File: src/rtl/spm_1p_mem_initiator.sv
// Request-side initiator for a single-port, latency-1 scratchpad memory.
// Read returns are captured into a response FIFO; a credit counter reserves a slot per issued read.
module spm_1p_mem_initiator #(
    parameter int unsigned NumWords  = 1024,
    parameter int unsigned DataWidth = 128,
    parameter int unsigned ByteWidth = 8,
    parameter int unsigned RspDepth  = 3,
    localparam int unsigned AddrWidth = (NumWords > 1) ? $clog2(NumWords) : 1,
    localparam int unsigned BeWidth   = (DataWidth + ByteWidth - 1) / ByteWidth,
    localparam int unsigned CntWidth  = $clog2(RspDepth + 1)
) (
    input  logic                 clk_i,
    input  logic                 rst_i,
    input  logic                 req_valid_i,
    output logic                 req_ready_o,
    input  logic                 req_we_i,
    input  logic [AddrWidth-1:0] req_addr_i,
    input  logic [DataWidth-1:0] req_wdata_i,
    input  logic [BeWidth-1:0]   req_be_i,
    output logic                 rsp_valid_o,
    input  logic                 rsp_ready_i,
    output logic [DataWidth-1:0] rsp_rdata_o,
    output logic                 mem_req_o,
    output logic                 mem_we_o,
    output logic [AddrWidth-1:0] mem_addr_o,
    output logic [DataWidth-1:0] mem_wdata_o,
    output logic [BeWidth-1:0]   mem_be_o,
    input  logic [DataWidth-1:0] mem_rdata_i,
    output logic [CntWidth-1:0]  outstanding_o
);

    localparam int unsigned PtrWidth = (RspDepth > 1) ? $clog2(RspDepth) : 1;
    localparam logic [CntWidth-1:0] Depth   = CntWidth'(RspDepth);
    localparam logic [PtrWidth-1:0] LastPtr = PtrWidth'(RspDepth - 1);

    logic [CntWidth-1:0]  cnt_q;
    logic                 rd_pend_q;
    logic [DataWidth-1:0] fifo_q [RspDepth];
    logic [PtrWidth-1:0]  wr_ptr_q;
    logic [PtrWidth-1:0]  rd_ptr_q;
    logic [CntWidth-1:0]  fifo_cnt_q;
    logic                 accept;
    logic                 rd_accept;
    logic                 push;
    logic                 pop;

    // Writes bypass the credit check: they never occupy a response slot.
    assign req_ready_o = req_we_i | (cnt_q < Depth);
    assign accept      = req_valid_i & req_ready_o;
    assign rd_accept   = accept & ~req_we_i;

    assign mem_req_o   = accept;
    assign mem_we_o    = req_we_i;
    assign mem_addr_o  = req_addr_i;
    assign mem_wdata_o = req_wdata_i;
    assign mem_be_o    = req_be_i;

    assign push          = rd_pend_q;
    assign rsp_valid_o   = (fifo_cnt_q != '0);
    assign pop           = rsp_valid_o & rsp_ready_i;
    assign rsp_rdata_o   = fifo_q[rd_ptr_q];
    assign outstanding_o = cnt_q;

    always_ff @(posedge clk_i or posedge rst_i) begin
        if (rst_i) begin
            cnt_q      <= '0;
            rd_pend_q  <= 1'b0;
            wr_ptr_q   <= '0;
            rd_ptr_q   <= '0;
            fifo_cnt_q <= '0;
        end else begin
            rd_pend_q <= rd_accept;

            case ({rd_accept, pop})
                2'b10:   cnt_q <= cnt_q + CntWidth'(1);
                2'b01:   cnt_q <= cnt_q - CntWidth'(1);
                default: cnt_q <= cnt_q;
            endcase

            case ({push, pop})
                2'b10:   fifo_cnt_q <= fifo_cnt_q + CntWidth'(1);
                2'b01:   fifo_cnt_q <= fifo_cnt_q - CntWidth'(1);
                default: fifo_cnt_q <= fifo_cnt_q;
            endcase

            if (push) begin
                wr_ptr_q <= (wr_ptr_q == LastPtr) ? '0 : wr_ptr_q + PtrWidth'(1);
            end
            if (pop) begin
                rd_ptr_q <= (rd_ptr_q == LastPtr) ? '0 : rd_ptr_q + PtrWidth'(1);
            end
        end
    end

    // Storage is data only; validity is tracked by the pointers and count above.
    always_ff @(posedge clk_i) begin
        if (push) begin
            fifo_q[wr_ptr_q] <= mem_rdata_i;
        end
    end

endmodule

File: config.mk
export PLATFORM = sky130hd
export DESIGN_NAME = spm_1p_mem_initiator
export DESIGN_NICKNAME = d
export VERILOG_FILES = /design/src/rtl/spm_1p_mem_initiator.sv
export SDC_FILE = /design/constraint.sdc
export NUM_CORES = 1
export LEC_CHECK = 0
export CAP_MARGIN = 20
export CORE_AREA = 2 2 224 226
export DETAILED_ROUTE_END_ITERATION = 10
export DIE_AREA = 0 0 226 228
export PLACE_DENSITY_LB_ADDON = 0.1
export SLEW_MARGIN = 20
export SYNTH_ARGS = -nofsm -noshare
export SYNTH_HDL_FRONTEND = slang
export SYNTH_SLANG_ARGS = --single-unit
File: constraint.sdc
create_clock -name clk_i -period 6.7 [get_ports clk_i]
set_clock_uncertainty 0.2 [all_clocks]
set_input_delay 1.34 -clock clk_i [delete_from_list [all_inputs] [get_ports clk_i]]
set_output_delay 1.34 -clock clk_i [all_outputs]
set_load 0.02 [all_outputs]
== Word level (Yosys, flattened, before mapping) ==
Memories as Yosys holds them, arrays and structs flattened.
Cells that the tools add are included.
Cells by class
  $add $sub $neg: 6
  $lt $le $gt $ge: 1
  equality and inequality tests: 6
  multiplexer cells: 6
  bitwise logic cells: 5
  reduce and logical (&&, ||, !) cells: 3
Operators with widths (count)
  $add 2x1->2 const B: 4
  $eq 2x2->1 const B: 4
  $pmux 2 s2: 2
  $reduce_bool 2->1: 3
  $eq 2x1->1 const B: 2
  $mux 2: 2
  $sub 2x1->2 const B: 2
  $and 1x1->1: 3
  $lt 2x2->1 const B: 1
  $mux 1: 2
  $not 1->1: 1
  $or 1x1->1: 1
Word-level totals
  register bits after elaboration: 9
  RAM bits: 384
  input bits: 287
  output and inout port bits: 288
  logic and storage cells: 33
  memories kept: 1
Memory list
  fifo_q: words 3, bits a word 128, rd ports 1, clocked after memory_dff 0, wr ports 1, RTL line 38  | logic [DataWidth-1:0] fifo_q [RspDepth];

== Depth between registers and ports, before layout ==
Gate-level depths: netlist of the first run.
  word-level depth: 6
  gate-level depth with buffers: 6
  mapped depth without buffers: 6

== Worst setup path before layout of the first run ==
No wires, ideal clock.
  path kind: reg-to-reg
  start: register wr_ptr_q[1]
  end: memory fifo_q[0][0], enable pin
  setup time: 0.618 ns
  data arrival time: 5.870 ns
  data required time: 5.882 ns
  slack: 0.013 ns
  stages on the path, launching flop included: 3
  buffers on the path: 0
  period minus slack after synthesis: 6.687 ns
  cells stage by stage: dfrtp_1 > nand2b_1 > nor2_1
RTL lines
  from (decl): RTL line 39  | logic [PtrWidth-1:0] wr_ptr_q;
  from (signal assigned): RTL line 87  | wr_ptr_q <= (wr_ptr_q == LastPtr) ? '0 : wr_ptr_q + PtrWidth'(1);
  to (decl): RTL line 38
Straight into the memory's write port.

== Worst setup path in the final report of the first run ==
  start: register rd_ptr_q[0]
  end: output rsp_rdata_o[118]
On the way
  longest elaborated chain between the ends: 1
RTL lines
  from (decl): RTL line 40  | logic [PtrWidth-1:0] rd_ptr_q;
  from (signal assigned): RTL line 90  | rd_ptr_q <= (rd_ptr_q == LastPtr) ? '0 : rd_ptr_q + PtrWidth'(1);
  $mem_v2 3x128
  to (decl): RTL line 22  | output logic [DataWidth-1:0] rsp_rdata_o,
Every way passes these cells.

==> reports/qor.txt, run 1 <==
Minimum clock period after layout -> 4.75 ns
Largest net degree at the start of global routing -> 141
Via density -> 4.45
WP data arrival -> 3.21 ns
Area contributors post-synth -> edfxtp_1, mux2i_1, buf_4
CTS sink cnt -> 393
Ys async rst share -> 0.0229
CP required -> 5.16 ns
Critical Path Start -> rd_ptr_q[0]$_DFFE_PP0P_
Worst-skew pair later-pin latency -> 0.56 ns
Avg Inst Size Synth -> 15.7 um^2
Via count -> 8191
Sequential-to-total area share from yosys stat -> 0.744
Most used DFF post-synth -> edfxtp_1
Total power -> 0.00817 W
Largest area contributor in the netlist -> edfxtp_1
Worst setup SP type -> flop
Die W -> 226 um
Unrepaired setup endpoints after global routing -> false
Final wirelength -> 42200 um
CTS tree -> yes
P_leak -> 6.42 nW
DP Cell Count -> 1760
Yosys warning total -> 0
Netlist Area Pre-Place -> 15800 um^2
Count leader, synth -> edfxtp_1
Reg2Reg Launch Point -> wr_ptr_q[0]$_DFFE_PP0P_
Longest Clk Path Bufs -> 3
Layout cell share with drive strength beyond 1 -> 0.0642
Reg-to-reg slack, setup -> 3.91 ns
Top Ports -> 575
Number of global-route vias before repair -> 8345
Core ar. -> 49300 um^2
Clock transition at path regs -> 0.05 ns
Post-Layout Cell Count -> 1842
Layout area overhead -> 22.4%
VDD IR-drop max -> 195 uV
Die area -> 51500 um^2
Antenna Nets Post-Route -> 0
Pre-antenna DRT Iters -> 4
DP HPWL -> 27700 um
Critical-path maximum fanout -> 56
Least-Margin Pin Slew -> 1.03 ns
Period utilization -> 0.709
Max Cap Viol -> 0
TritonCTS buffer count -> 45
DR WL/cell -> 22.9 um
R2R Path End -> fifo_q[2][59]$_DFFE_PP_
Final setup violation count -> 0
Post-CTS Hold Buffers -> 0
Die height -> 228 um
Critical Path End -> rsp_rdata_o[118]
Initial DRC count -> 354
Initial Util -> 0.320
Post-CTS setup buffers -> 0
Layout net count -> 1424
CTS root buf -> clkbuf_16
Run status -> finished, final reports clean
Synth top area share -> 0.730
Max frequency -> 210 MHz
H-tree depth -> 2
Hold Crit Class -> reg2reg
First-pass GRT wire length -> 59500 um
Critical setup path kind -> reg2out
Global route overflow -> 0
EDFF count, synth -> 384
Post-synth top cells -> edfxtp_1, buf_4, nand2_1
I/O Buffers -> 266
# DRC -> 0
PwrDens -> 422 nW/um^2
Global-route usage over all layers -> 0.162
Final hold viol count -> 0
Initial antenna violation count -> 6
Number of max-slew violations in the final report -> 0
Number of library cell types mapped by synthesis -> 22
R2R cell count -> 3
Yosys reg bits -> 393
Setup TNS -> 0 ns
Syn nets -> 1297
Synthesized instance count -> 1008
Setup crit end kind -> primary output
Post_cts resized -> 0
Gpl congestion -> 0.718
# rows -> 82
Slew HR -> 0.310
==> through the flow <==
step	util	hold WS, ns	worst slack (ns)	cell area (um^2)
5_1_grt	0.392	0.309	1.74	19300
3_5_place_dp	0.365	0.274	2.40	18000
4_1_cts	0.392	0.284	1.87	19300
2_1_floorplan	-	0.250	0.0127	15800
6_report	0.392	0.278	1.95	19300
3_3_place_gp	0.365	0.272	2.38	18000
==> where the power goes <==
group	leakage [nW]	switching (W)	internal [W]	total [W]
Sequential	3.59	0.000165	0.00300	0.00317
Clock	0.648	0.000930	0.00130	0.00223
Combinational	2.18	0.00160	0.00117	0.00277
==> per-layer routing <==
metal | track usage | wire length (um) | vias to the layer above
met5 | 0.0266 | 250 | -
met4 | 0.0563 | 1290 | 16
met3 | 0.109 | 6120 | 132
met2 | 0.250 | 19300 | 327
met1 | 0.174 | 15300 | 3924
li1 | - | - | 3792
==> worst min path at each step <==
| stage | startpoint | endpoint | slack, ns | depth (start not counted) |
|---|---|---|---|---|
| 2_1_floorplan | fifo_cnt_q[1]$_DFFE_PP0P_ | fifo_cnt_q[1]$_DFFE_PP0P_ | 0.25 | 1 |
| 3_3_place_gp | fifo_cnt_q[1]$_DFFE_PP0P_ | fifo_cnt_q[1]$_DFFE_PP0P_ | 0.27 | 1 |
| 3_5_place_dp | fifo_cnt_q[1]$_DFFE_PP0P_ | fifo_cnt_q[1]$_DFFE_PP0P_ | 0.27 | 1 |
| 4_1_cts | fifo_cnt_q[1]$_DFFE_PP0P_ | fifo_cnt_q[1]$_DFFE_PP0P_ | 0.28 | 1 |
| 5_1_grt | fifo_cnt_q[1]$_DFFE_PP0P_ | fifo_cnt_q[1]$_DFFE_PP0P_ | 0.31 | 1 |
| 6_report | fifo_cnt_q[1]$_DFFE_PP0P_ | fifo_cnt_q[1]$_DFFE_PP0P_ | 0.28 | 1 |
==> worst max-delay path, cell delays in order (launching register included) <==
cell             delay (ns)
dfrtp_4                1.02
buf_12                 0.45
mux2i_1                0.13
o21ai_0                0.21
clkdlybuf4s50_1        0.64
==> cells in the final DEF (no fill, tap or decap), types with 11 or more instances in the layout <==
cell               n
clkdlybuf4s50_1  266
edfxtp_1         384
buf_4             11
mux2i_1          128
clkbuf_16         46
clkbuf_1          18
o21ai_1           88
o21ai_0           42
nand2_1          130
==> area by class of cell <==
| class | instances | area (um^2) |
|---|---|---|
| Fill cell | 4563 | 30000 |
| Sequential cell | 393 | 11800 |
| Timing Repair Buffer | 279 | 2790 |
| Multi-Input combinational cell | 411 | 2610 |
| Clock buffer | 64 | 1220 |
| Tap cell | 672 | 841 |
| Clock inverter | 16 | 108 |
| Inverter | 5 | 18.8 |
| Antenna cell | 2 | 5.00 |
==> flip-flops by register name, indices dropped and copies added (netlist names) <==
signal and cells:
push 1, outstanding_o 2, fifo_q 384, wr_ptr_q 2
fifo_cnt_q 2, rd_ptr_q 2
==> cell families (layout without fill, tap and decap cells) <==
group                      count (synthesis)  count (layout)  share of synthesized area
other                                      0               2                          0
DFF                                      393             393                      0.744
adders and majority gates                  2               2                    0.00158
buffers and inverters                    204             364                     0.0923
AOI/OAI and AO/OA                        133             133                     0.0426
xor gates and xnor gates                   6               6                    0.00333
muxes                                    128             128                     0.0811
and+or+nand+nor                          142             142                     0.0350
Note: power is estimated with default switching activity, not from simulation.
==> inputs of run 2 (changes only) <==
==> constraint.sdc (replaced) <==
create_clock -name clk_i -period 4.3 [get_ports clk_i]
set_clock_uncertainty 0.2 [all_clocks]
set_input_delay 0.86 -clock clk_i [delete_from_list [all_inputs] [get_ports clk_i]]
set_output_delay 0.86 -clock clk_i [all_outputs]
set_load 0.02 [all_outputs]
==> run 2 against run 1 <==
  * Sequential cell count stayed put
  * Sequential power increased by 55%
  * Design area is 0.91% higher
  * Critical path depth unchanged
  * Final cell count up 0.33%
  * Sequential share of layout area shrank 0.55 points
  * Core utilization rose by 0.35 points
  * Clock-buffer cell count shrank 15
  * Clock power up 59%
  * Highest routed layer unchanged
==> reports/qor.txt, run 2 (same netlist as run 1, synthesis figures left out) <==
Hold path depth -> 1 (unchanged)
WP data arrival -> 2.82 ns (-0.39 ns)
Max frequency -> 258 MHz
Die height -> 228 um (unchanged)
Hold EP -> fifo_cnt_q[1]$_DFFE_PP0P_
Worst setup SP type -> flop
Combinational share of power -> 0.346 (+0.007)
CTS sink cnt -> 393 (unchanged)
CTS tree -> yes
Final hold viol count -> 0 (unchanged)
First-pass GRT wire length -> 63200 um (+6.1%)
Post-CTS setup buffers -> 0 (unchanged)
Min-delay src -> fifo_cnt_q[1]$_DFFE_PP0P_
Reg with most FFs -> fifo_q
Internal power -> 0.00863 W (+58%)
Pre-antenna DRT Iters -> 5 (+1)
Slowest stage delay, CP -> 0.71 ns (-0.31 ns)
Worst path cell trace -> buf_12 > mux2i_1 > o21ai_0 > clkdlybuf4s50_1
Initial antenna violation count -> 8 (+2)
R2R Path End -> fifo_q[0][98]$_DFFE_PP_
FF+latch area -> 11800 um^2 (unchanged)
Number of global-route vias before repair -> 8517 (+2.1%)
Fillcell total -> 4570 (+0.15%)
Switch share -> 0.331 (+0.00124)
Top Ports -> 575 (unchanged)
# DRC -> 0 (unchanged)
P_leak -> 6.49 nW (+1.1%)
Layout area overhead -> 23.5%
Gpl congestion -> 0.747 (+4.1%)
Clock transition at path regs -> 0.07 ns (+0.02 ns)
Sequential share of power -> 0.379 (-0.009)
Worst-skew pair later-pin latency -> 0.55 ns (about the same)
VDD IR-drop max -> 380 uV (+95%)
Largest net degree at the start of global routing -> 89 (-37%)
CP required -> 3.24 ns (-1.92 ns)
Critical Path Start -> rd_ptr_q[0]$_DFFE_PP0P_
Area of the multi-input gates -> 2610 um^2 (unchanged)
Final setup violation count -> 0 (unchanged)
Reg-to-reg slack, setup -> 1.94 ns (-1.97 ns)
Die W -> 226 um (unchanged)
Period utilization -> 0.902
Antenna Nets Post-Route -> 0 (unchanged)
Post-CTS Hold Buffers -> 0 (unchanged)
Unrepaired setup endpoints after global routing -> false
Worst hold-check slack -> 0.288 ns (+0.00998 ns)
CP bufs+invs -> 2 (unchanged)
Slew HR -> 0.471 (+0.161)
Max Cap Viol -> 0 (unchanged)
Max reg flops -> 384 (unchanged)
CTS root buf -> clkbuf_16
Sw Pwr -> 0.00427 W (+59%)
Number of max-slew violations in the final report -> 0 (unchanged)
Post-Layout Cell Count -> 1848 (+0.33%)
H-tree depth -> 2 (unchanged)
I/O Buffers -> 266 (unchanged)
Layout net count -> 1430 (+0.42%)
Clk pwr share -> 0.275 (+0.002)
Reg2Reg Launch Point -> wr_ptr_q[1]$_DFFE_PP0P_
Most common cell after layout, fill and taps aside -> edfxtp_1
Initial DRC count -> 466 (+32%)
Global route overflow -> 0 (unchanged)
Minimum clock period after layout -> 3.88 ns
Via count -> 8290 (+1.2%)
Global-route usage over all layers -> 0.173 (+0.0109)
Run status -> finished, final reports clean
# rows -> 82 (unchanged)
Core ar. -> 49300 um^2 (unchanged)
Initial Util -> 0.320 (unchanged)
Most frequent cells in the layout -> edfxtp_1, clkdlybuf4s50_1, nand2_1
Least-Margin Pin Slew -> 0.791 ns (-0.243 ns)
R2R cell count -> 3 (unchanged)
Die area -> 51500 um^2 (unchanged)
TritonCTS buffer count -> 44 (-2.2%)
DP HPWL -> 30900 um (+12%)
Critical path's slowest cell -> dfrtp_4
Longest Clk Path Bufs -> 3 (unchanged)
Via density -> 4.49 (+0.88%)
Crit-path leading delay family -> buffers and inverters
Post_cts resized -> 0 (unchanged)
Hold Crit Class -> reg2reg
Layout cell share with drive strength beyond 1 -> 0.0733 (+0.00904)
Critical setup path kind -> reg2out
Final wirelength -> 44900 um (+6.2%)
PwrDens -> 661 nW/um^2 (+57%)
Setup crit end kind -> primary output
DR WL/cell -> 24.3 um (+5.9%)
DP Cell Count -> 1767 (+0.40%)
Critical-path maximum fanout -> 40 (-29%)
run 2: routing by layer:
metal	track usage	vias to the layer above	part of all wire
met1	0.196	3979	0.37
met2	0.252	365	0.44
li1	-	3802	-
met4	0.0617	16	0.029
met5	0.0275	-	0.0060
met3	0.120	128	0.15
run 2: power by group through the flow:
stage	Combinational, W	Clock, W	Sequential, W
floorplan	0.00267	0	0.00489
global placement	0.00458	0	0.00498
detailed placement	0.00455	0	0.00499
CTS	0.00458	0.00367	0.00491
global route	0.00478	0.00381	0.00495
finish	0.00447	0.00354	0.00490
run 2: final cells by class:
class                   instances  share of cell area
repair buffers                286               0.151
clock buffers                  49              0.0574
flip-flops and latches        393               0.603
well taps                     672              0.0431
diodes                          2            0.000256
clock inverters                30              0.0117
multi-input cells             411               0.133
inverters                       5            0.000961
run 2: metrics by stage:
stage / setup TNS, ns / area, um^2 / power [W] / util / setup slack, ns
detailed placement: 0 / 18200 / 0.00954 / 0.368 / 0.937
CTS: 0 / 19500 / 0.0132 / 0.395 / 0.330
global placement: 0 / 18200 / 0.00956 / 0.368 / 0.958
finish: 0 / 19500 / 0.0129 / 0.396 / 0.422
global route: 0 / 19500 / 0.0135 / 0.395 / 0.299
floorplan: -59.20 / 15800 / 0.00757 / - / -0.231
run 2: worst reg2reg max path, stage by stage (launching register included):
cell and delay [ns]:
dfrtp_1 0.39, nand2b_1 0.23, nor2_4 0.63, buf_4 0.52
run 2: worst max path at each step:
| stage | endpoint | slack, ns | depth (start not counted) |
|---|---|---|---|
| 2_1_floorplan | fifo_q[0][0]$_DFFE_PP_ | -0.23 | 2 |
| 3_3_place_gp | mem_req_o | 0.96 | 4 |
| 3_5_place_dp | mem_req_o | 0.94 | 4 |
| 4_1_cts | rsp_rdata_o[109] | 0.33 | 4 |
| 5_1_grt | rsp_rdata_o[76] | 0.30 | 4 |
| 6_report | rsp_rdata_o[109] | 0.42 | 4 |
==> variant: new RTL, config.mk and constraints of run 1 <==
Make the reset (`rst_i`) synchronous in one clocked block.
--- a/src/rtl/spm_1p_mem_initiator.sv
+++ b/src/rtl/spm_1p_mem_initiator.sv
@@ -61,7 +61,7 @@
     assign rsp_rdata_o   = fifo_q[rd_ptr_q];
     assign outstanding_o = cnt_q;
 
-    always_ff @(posedge clk_i or posedge rst_i) begin
+    always_ff @(posedge clk_i) begin
         if (rst_i) begin
             cnt_q      <= '0;
             rd_pend_q  <= 1'b0;
Check against the original RTL: differs if rst_i is asserted again (counterexample within 4 cycles, from zero or initial values and one cycle with rst_i high); with rst_i held inactive, the same outputs for 4 cycles.
==> variant against run 1 <==
- core utilization increased by 0.33 points
- routed wire length grew 0.96%
- first-iteration DRC count rose by 34%
- global-route usage rose by 0.14 points
- count of clock-buffer cells in the layout is 4 lower
- sequential share of layout area decreased by 0.54 points
- critical endpoint is now rsp_rdata_o[119]
- via count up 0.94%
- synthesized area decreased by 0.21%
- sequential cell count increased by 2
- worst setup slack improved by 150 ps
- design area grew 0.85%
- cell count rose by 0.38%
Power is not compared: it rests on default switching activity, and its combinational part moved more than twofold at a synthesized area within 25%.
==> variant: results (changes against run 1) <==
setup_path:
  slowest_delay_ps: 780  # -240 ps
  crit_path_top_delay_cell: "dfxtp_4"
  critical_path_arrival_ps: 3060  # -150 ps
  r2r_slack_ps: 4060  # +150 ps
grt:
  grt_start_max_net_pins: 151  # +7.1%
  grt.total_usage_pct: 16.3  # +0.14 points
  grt_pass1_vias: 8366  # +0.25%
  grt_pass1_wl_mm: 60.1  # +0.97%
  antenna_found_initial: 8  # +2
  met1_usage_pct: 18.8  # +1.4 points
  grt_use_met3_pct: 9.03  # -1.8 points
timing:
  slew_headroom_pct: 39.7  # +8.6 points
  fmax_ghz: 0.217  # +3.3%
yosys:
  synth.avg_cell_area_um2: 15.5  # -0.90%
  synthArstFlopShare_pct: 0  # -2.3 points
  ys_seq_area_share_pct: 74.5  # +0.13 points
  synth_nets: 1304  # +0.54%
  synthTopCellsByArea: "edfxtp_1, mux2i_1, buf_4"
  synthTopCellsByCount: "edfxtp_1, buf_4, nand2_1"
finish:
  drive_gt1_share_pct: 6.63  # +0.21 points
  nets: 1431  # +0.49%
  nFillCells: 4572  # +0.20%
route:
  met1Wirelength_mm: 16.5  # +7.9%
  dr_wl_met3_mm: 5.22  # -15%
  drt_iter0_markers: 473  # +34%
  wl_mm: 42.6  # +0.96%
placed_design:
  dp_cells: 1767  # +0.40%
  gp_congestion: 0.726  # +1.1%
  place_hpwl_mm: 28.1  # +1.5%
  pre_cts_ws_ps: 2480  # +79.2 ps
hold_path:
  whs_path_depth: 2  # +1
outcome:
  status: "finished, final reports clean"
variant: cell types whose count changed after synthesis, moves of 4 or more:
| cell | change |
|---|---|
| buf_4 | +6 |
| inv_1 | -4 |
| o21ai_0 | -40 |
| o21ai_1 | +41 |
| buf_6 | -10 |
| dfrtp_1 | -9 |
| dfxtp_1 | +11 |
| buf_1 | +7 |
variant: kinds of logic after synthesis:
| group | share of synthesized area [%] |
|---|---|
| DFF | 74.5 |
| and+or+nand+nor | 3.71 |
| xor gates and xnor gates | 0.222 |
| buffers and inverters | 8.80 |
| AOI/OAI and AO/OA | 4.32 |
| muxes | 8.26 |
| adders and majority gates | 0.159 |
variant: stage by stage:
stage / hold WS [ps] / instance area [µm²]
floorplan: 254 / 15800
global placement: 260 / 18100
detailed placement: 268 / 18100
CTS: 278 / 19500
global route: 327 / 19500
finish: 276 / 19500
variant: layout make-up:
type	instances	area share (%)
Antenna cell	1	0.0128
Clock buffer	60	6.28
Clock inverter	21	1.19
Inverter	2	0.0385
Multi-Input combinational cell	420	13.6
Sequential cell	395	60.3
Tap cell	672	4.31
Timing Repair Buffer	278	14.3
variant: power groups by stage:
stage	logic [mW]	registers [mW]	clock network [mW]
after floorplan	0.504	2.83	0
after global placement	0.745	2.84	0
final	0.733	2.79	2.42
after detailed placement	0.743	2.84	0
after global routing	0.780	2.79	2.60
after CTS	0.749	2.79	2.51
variant: path summary, 6_finish.rpt:
| path | endpoint | from |
|---|---|---|
| worst min register to register | flip-flop | rd_ptr_q[0]$_SDFFE_PP0P_ |
| worst max-delay path | rsp_rdata_o[119] | flip-flop |
| worst min-delay path | flip-flop | rd_ptr_q[0]$_SDFFE_PP0P_ |
| worst max register to register | fifo_q[2][5]$_DFFE_PP_ | wr_ptr_q[1]$_SDFFE_PP0P_ |
